[config.mk]
export PLATFORM = sky130hd
export DESIGN_NAME = hilo_mac_sequencer
export DESIGN_NICKNAME = d
export VERILOG_FILES = /design/src/rtl/hilo_mac_sequencer.sv
export SDC_FILE = /design/constraint.sdc
export NUM_CORES = 1
export LEC_CHECK = 0
export ABC_CLOCK_PERIOD_IN_PS = 9500
export BUFFER_PORTS_ARGS = -buffer_cell sky130_fd_sc_hd__clkbuf_2
export CORE_UTILIZATION = 30
export CTS_CLUSTER_DIAMETER = 30
export DETAILED_ROUTE_END_ITERATION = 10
export PLACE_DENSITY = 0.47
export SYNTH_ARGS = -nofsm -noshare
export SYNTH_HDL_FRONTEND = slang
export SYNTH_SLANG_ARGS = --single-unit
[constraint.sdc]
create_clock -name Clk -period 9.5 [get_ports Clk]
set_input_delay 0.95 -clock Clk [delete_from_list [all_inputs] [get_ports Clk]]
set_output_delay 0.95 -clock Clk [all_outputs]
set_load 0.03 [all_outputs]
[src/rtl/hilo_mac_sequencer.sv]
// hilo_mac_sequencer
//   Multi-cycle HI/LO sequencer for the execute stage. Owns the HI/LO
//   register pair and runs MULT, MULTU, MADD and MSUB as a WIDTH-iteration
//   radix-2 shift-add on operand magnitudes, with the sign applied in a final
//   FIX cycle. MTHI/MTLO complete in one cycle. Stall holds MFHI/MFLO until
//   the multiply result is committed.
//
// Ports
//   Clk    in   clock, rising edge
//   Rst    in   synchronous active-high reset
//   Start  in   operation request, sampled only while Busy=0
//   Op     in   0=MULT 1=MULTU 2=MADD 3=MSUB 4=MTHI 5=MTLO 6,7=no-op
//   A      in   rs operand / MTHI-MTLO data
//   B      in   rt operand
//   MfReq  in   MFHI/MFLO present in execute this cycle
//   Busy   out  multiply in progress (registered)
//   Done   out  one-cycle pulse after HI/LO update (registered)
//   Stall  out  pipeline stall request (combinational)
//   Hi     out  HI register
//   Lo     out  LO register
module hilo_mac_sequencer #(
   parameter int unsigned WIDTH = 32,
   parameter int unsigned CNT_W = 5
) (
   input  logic             Clk,
   input  logic             Rst,
   input  logic             Start,
   input  logic [2:0]       Op,
   input  logic [WIDTH-1:0] A,
   input  logic [WIDTH-1:0] B,
   input  logic             MfReq,
   output logic             Busy,
   output logic             Done,
   output logic             Stall,
   output logic [WIDTH-1:0] Hi,
   output logic [WIDTH-1:0] Lo
);

   typedef enum logic [1:0] {S_IDLE, S_RUN, S_FIX} state_t;

   typedef enum logic [2:0] {
      OP_MULT  = 3'd0,
      OP_MULTU = 3'd1,
      OP_MADD  = 3'd2,
      OP_MSUB  = 3'd3,
      OP_MTHI  = 3'd4,
      OP_MTLO  = 3'd5,
      OP_NOP6  = 3'd6,
      OP_NOP7  = 3'd7
   } op_t;

   state_t               state;
   op_t                  op_in;
   op_t                  op_q;
   logic [WIDTH-1:0]     mcand;
   logic [WIDTH-1:0]     mplier;
   logic                 neg;
   logic [CNT_W-1:0]     cnt;
   logic [2*WIDTH-1:0]   acc;

   logic                 is_mul;
   logic                 is_signed;
   logic [WIDTH-1:0]     a_mag;
   logic [WIDTH-1:0]     b_mag;
   logic [2*WIDTH-1:0]   addend;
   logic [2*WIDTH-1:0]   prod;
   logic [2*WIDTH-1:0]   hilo_next;

   always_comb begin
      op_in     = op_t'(Op);
      is_mul    = ~Op[2];
      is_signed = (op_in != OP_MULTU);
      // Two's-complement negation leaves the most negative value unchanged,
      // which is its correct magnitude when read as unsigned.
      a_mag     = (is_signed && A[WIDTH-1]) ? -A : A;
      b_mag     = (is_signed && B[WIDTH-1]) ? -B : B;
      addend    = mplier[cnt] ? ({{WIDTH{1'b0}}, mcand} << cnt) : '0;
      prod      = neg ? -acc : acc;
      case (op_q)
         OP_MADD: hilo_next = {Hi, Lo} + prod;
         OP_MSUB: hilo_next = {Hi, Lo} - prod;
         default: hilo_next = prod;
      endcase
      // A read arriving together with a multiply launch is younger and waits.
      Stall = MfReq & (Busy | (Start & ~Busy & is_mul));
   end

   always_ff @(posedge Clk) begin
      if (Rst) begin
         state  <= S_IDLE;
         op_q   <= OP_MULT;
         mcand  <= '0;
         mplier <= '0;
         neg    <= 1'b0;
         cnt    <= '0;
         acc    <= '0;
         Hi     <= '0;
         Lo     <= '0;
         Busy   <= 1'b0;
         Done   <= 1'b0;
      end else begin
         Done <= 1'b0;
         case (state)
            S_IDLE: begin
               if (Start) begin
                  case (op_in)
                     OP_MULT, OP_MULTU, OP_MADD, OP_MSUB: begin
                        mcand  <= a_mag;
                        mplier <= b_mag;
                        neg    <= is_signed & (A[WIDTH-1] ^ B[WIDTH-1]);
                        op_q   <= op_in;
                        acc    <= '0;
                        cnt    <= '0;
                        Busy   <= 1'b1;
                        state  <= S_RUN;
                     end
                     OP_MTHI: begin
                        Hi   <= A;
                        Done <= 1'b1;
                     end
                     OP_MTLO: begin
                        Lo   <= A;
                        Done <= 1'b1;
                     end
                     default: ;
                  endcase
               end
            end
            S_RUN: begin
               acc <= acc + addend;
               cnt <= cnt + CNT_W'(1);
               if (cnt == CNT_W'(WIDTH - 1)) state <= S_FIX;
            end
            S_FIX: begin
               {Hi, Lo} <= hilo_next;
               Done     <= 1'b1;
               Busy     <= 1'b0;
               state    <= S_IDLE;
            end
            default: state <= S_IDLE;
         endcase
      end
   end

endmodule

==> out/metrics.cfg <==
[outcome]
outcome = finished clean

[layout]
antenna_cells = 0
final_cell_mix = nor2_1 (343), a21oi_1 (222), nand2_1 (221), dfxtp_1 (201), o21ai_0 (157)
nFillCells = 7563
final_cells = 3966
finish.instance_area_um2 = 25900
final_nets = 3162
area.growth.synth_to_final_pct = 17.4
drive_gt1_share_pct = 13.2
final_common_cell = nor2_1
fin_util_pct = 35.9

[timing]
fin_crit_ns = 7.15
drv_slew = 0
clock.fmax_mhz = 140
finalSetupViolCount = 0
rsz0062_at_grt = no
fin_skew_ns = 0.0286
worstMarginPinSlew_ns = 1.14
finalHoldViolCount = 0
setup_tns_ns = 0
finalCritPeriodShare_pct = 75.3
timing.slew.headroom_pct = 24.0

[placed_design]
place_congestion = 0.964
place_area_um2 = 23400
port_buffers = 137
dp.cells = 3832
dp_hpwl_mm = 71.1

[setup_path]
crit_arrival_ns = 7.64
cp_data_required_time_ns = 9.99
cp_max_fo = 10
cp-end-kind = register
critical_path_class = register to register
critPathLaunchType = register

[synthesis]
yosys.cell_types.count = 92
synth_seq_area_share_pct = 18.6
syn-num-nets = 3117
avgSynthCellArea_um2 = 7.56
ys.flop_type = dfxtp_1
synth_seq_cells = 205
synth_warnings = 0
synth_area_um2 = 22000
async_reset_ff_share_pct = 0
synth-edff-count = 0
synth_cells = 2912

[power]
p_per_area_nw_per_um2 = 179
ir_drop_v = 0.000123
p_leak_nw = 10.8

[hold_path]
hp-class = register to register

[floorplan]
ioPinCount = 138
initial_core_util_pct = 30.6
dieWidth_um = 273
num_rows = 98
core_um2 = 72100
die_h_um = 273
die-area_um2 = 74500

[clock_network]
cts_buffer_depth = 3
clk-insertion-delay-late_ns = 0.60
cts_sinks = 205
cts_buffers = 73
cts-root-buf = clkbuf_16
holdBufCountCts = 0
htreeDepth = 3
cts-resized-gates = 0
clk_pin_slew_worst_paths_ns = 0.04
cts_tree = yes
post-cts-setup-buffers = 0

[run]
maxCapViolCount = 0

[routing]
firstDrtPassIters = 8
wire_per_inst_um = 23.1
drt-vias-per-instance = 5.87
vias = 23300
ant_nets = 0
drt_iter0_markers = 2064
drcViolationCount = 0
drt_wl_total_mm = 91.5

[grt]
overflow = 0
grt.total_usage_pct = 23.9
grt_max_degree = 97
antenna_found_initial = 0
grt_pass1_wl_mm = 138
grt_pass1_vias = 22200

## area by class of cell
cell class              instances  area (um^2)  area share [%]
inverters                      66          248           0.958
well taps                     950         1190            4.59
flip-flops and latches        205         4110            15.9
clock inverters                34          370            1.43
clock buffers                 100         2100            8.11
repair buffers                165          902            3.49
multi-input cells            2446        17000            65.5
## through the flow
| step | hold WS, ns | power, mW | worst slack, ns |
|---|---|---|---|
| floorplan | 0.429 | 1.87 | 3.63 |
| global placement | 0.445 | 2.26 | 2.48 |
| detailed placement | 0.447 | 2.24 | 2.38 |
| CTS | 0.452 | 4.67 | 2.37 |
| global route | 0.470 | 4.85 | 1.92 |
| finish | 0.452 | 4.64 | 2.35 |
## metal layers
| metal | routed length [um] | up-vias | track usage (%) |
|---|---|---|---|
| met2 | 40100 | 913 | 37.2 |
| met5 | 0 | - | 0 |
| met3 | 6100 | 167 | 3.99 |
| met4 | 3010 | 0 | 8.47 |
| li1 | - | 11000 | - |
| met1 | 42300 | 11200 | 32.9 |
## state kept, by name, summed over array words and instances, names as in the netlist
signal,flops
Done,1
Lo,32
Busy,1
state,2
Hi,32
mcand,32
acc,64
op_q,3
neg,1
cnt,5
mplier,32
## where the power goes
part | switching [mW] | total, mW | leakage [nW] | internal, mW
clock | 0.693 | 2.38 | 1.23 | 1.69
combinational | 0.840 | 1.33 | 7.89 | 0.494
sequential | 0.0313 | 0.923 | 1.67 | 0.892
## cells by family after synthesis
logic type	after synthesis	synth area share [%]
and+or+nand+nor	955	21.1
AOI/OAI and AO/OA	950	29.1
xor gates and xnor gates	277	11.0
buffers and inverters	261	4.60
DFF	205	18.6
adders and majority gates	134	7.68
muxes	130	7.91
## Yosys cell counts (all sizes together), types with 18 or more instances
cell	n	area share (%)
a211oi	126	4.3
o21bai	26	0.89
clkbuf	171	2.9
xor2	133	5.3
o21ai	161	3.7
dfxtp	205	19
nor2b	23	0.65
nor3	47	1.1
mux2	23	1.2
or4	22	0.83
nand3	57	1.3
o31ai	37	1.3
a22oi	63	2.1
inv	66	1.1
and2	18	0.51
a21oi	222	5.0
nor4	34	1.3
nand2b	32	0.91
nand2	222	3.8
o41ai	21	0.94
and3	24	0.68
xnor2	144	5.7
nor2	345	5.9
a31oi	35	0.99
nand4	47	1.4
o21a	25	0.85
mux4	33	3.4
ha	132	7.5
or3	43	1.2
a21o	74	2.5
mux2i	74	3.4
a22o	19	0.76
buf	24	0.56
## critical path: stages (launching register included)
cell,delay (ns)
dfxtp_1,0.40
inv_1,0.15
ha_1,0.26
or4b_1,0.65
o21ai_0,0.26
xor2_1,0.35
o311ai_0,0.29
nor2_1,0.20
nand2_1,0.15
or2_2,0.35
o21ai_0,0.20
xnor2_1,0.17
ha_1,0.35
a21oi_1,0.22
o21ai_0,0.21
a211oi_1,0.25
o21ai_0,0.30
a41oi_1,0.57
o31a_1,0.35
o21ba_2,0.28
nor4_1,0.08
a2111oi_0,0.55
o21ai_0,0.19
a31o_1,0.25
## path summary, 6_finish.rpt
kind	endpoint	slack (ns)	cells past startpoint	startpoint
max	Hi[31]	2.35	23	acc[0]
min	mplier[22]	0.45	2	mplier[22]
max reg2reg	Hi[31]	2.35	23	acc[0]
min reg2reg	mplier[22]	0.45	2	mplier[22]
(Power assumes the default switching activity.)
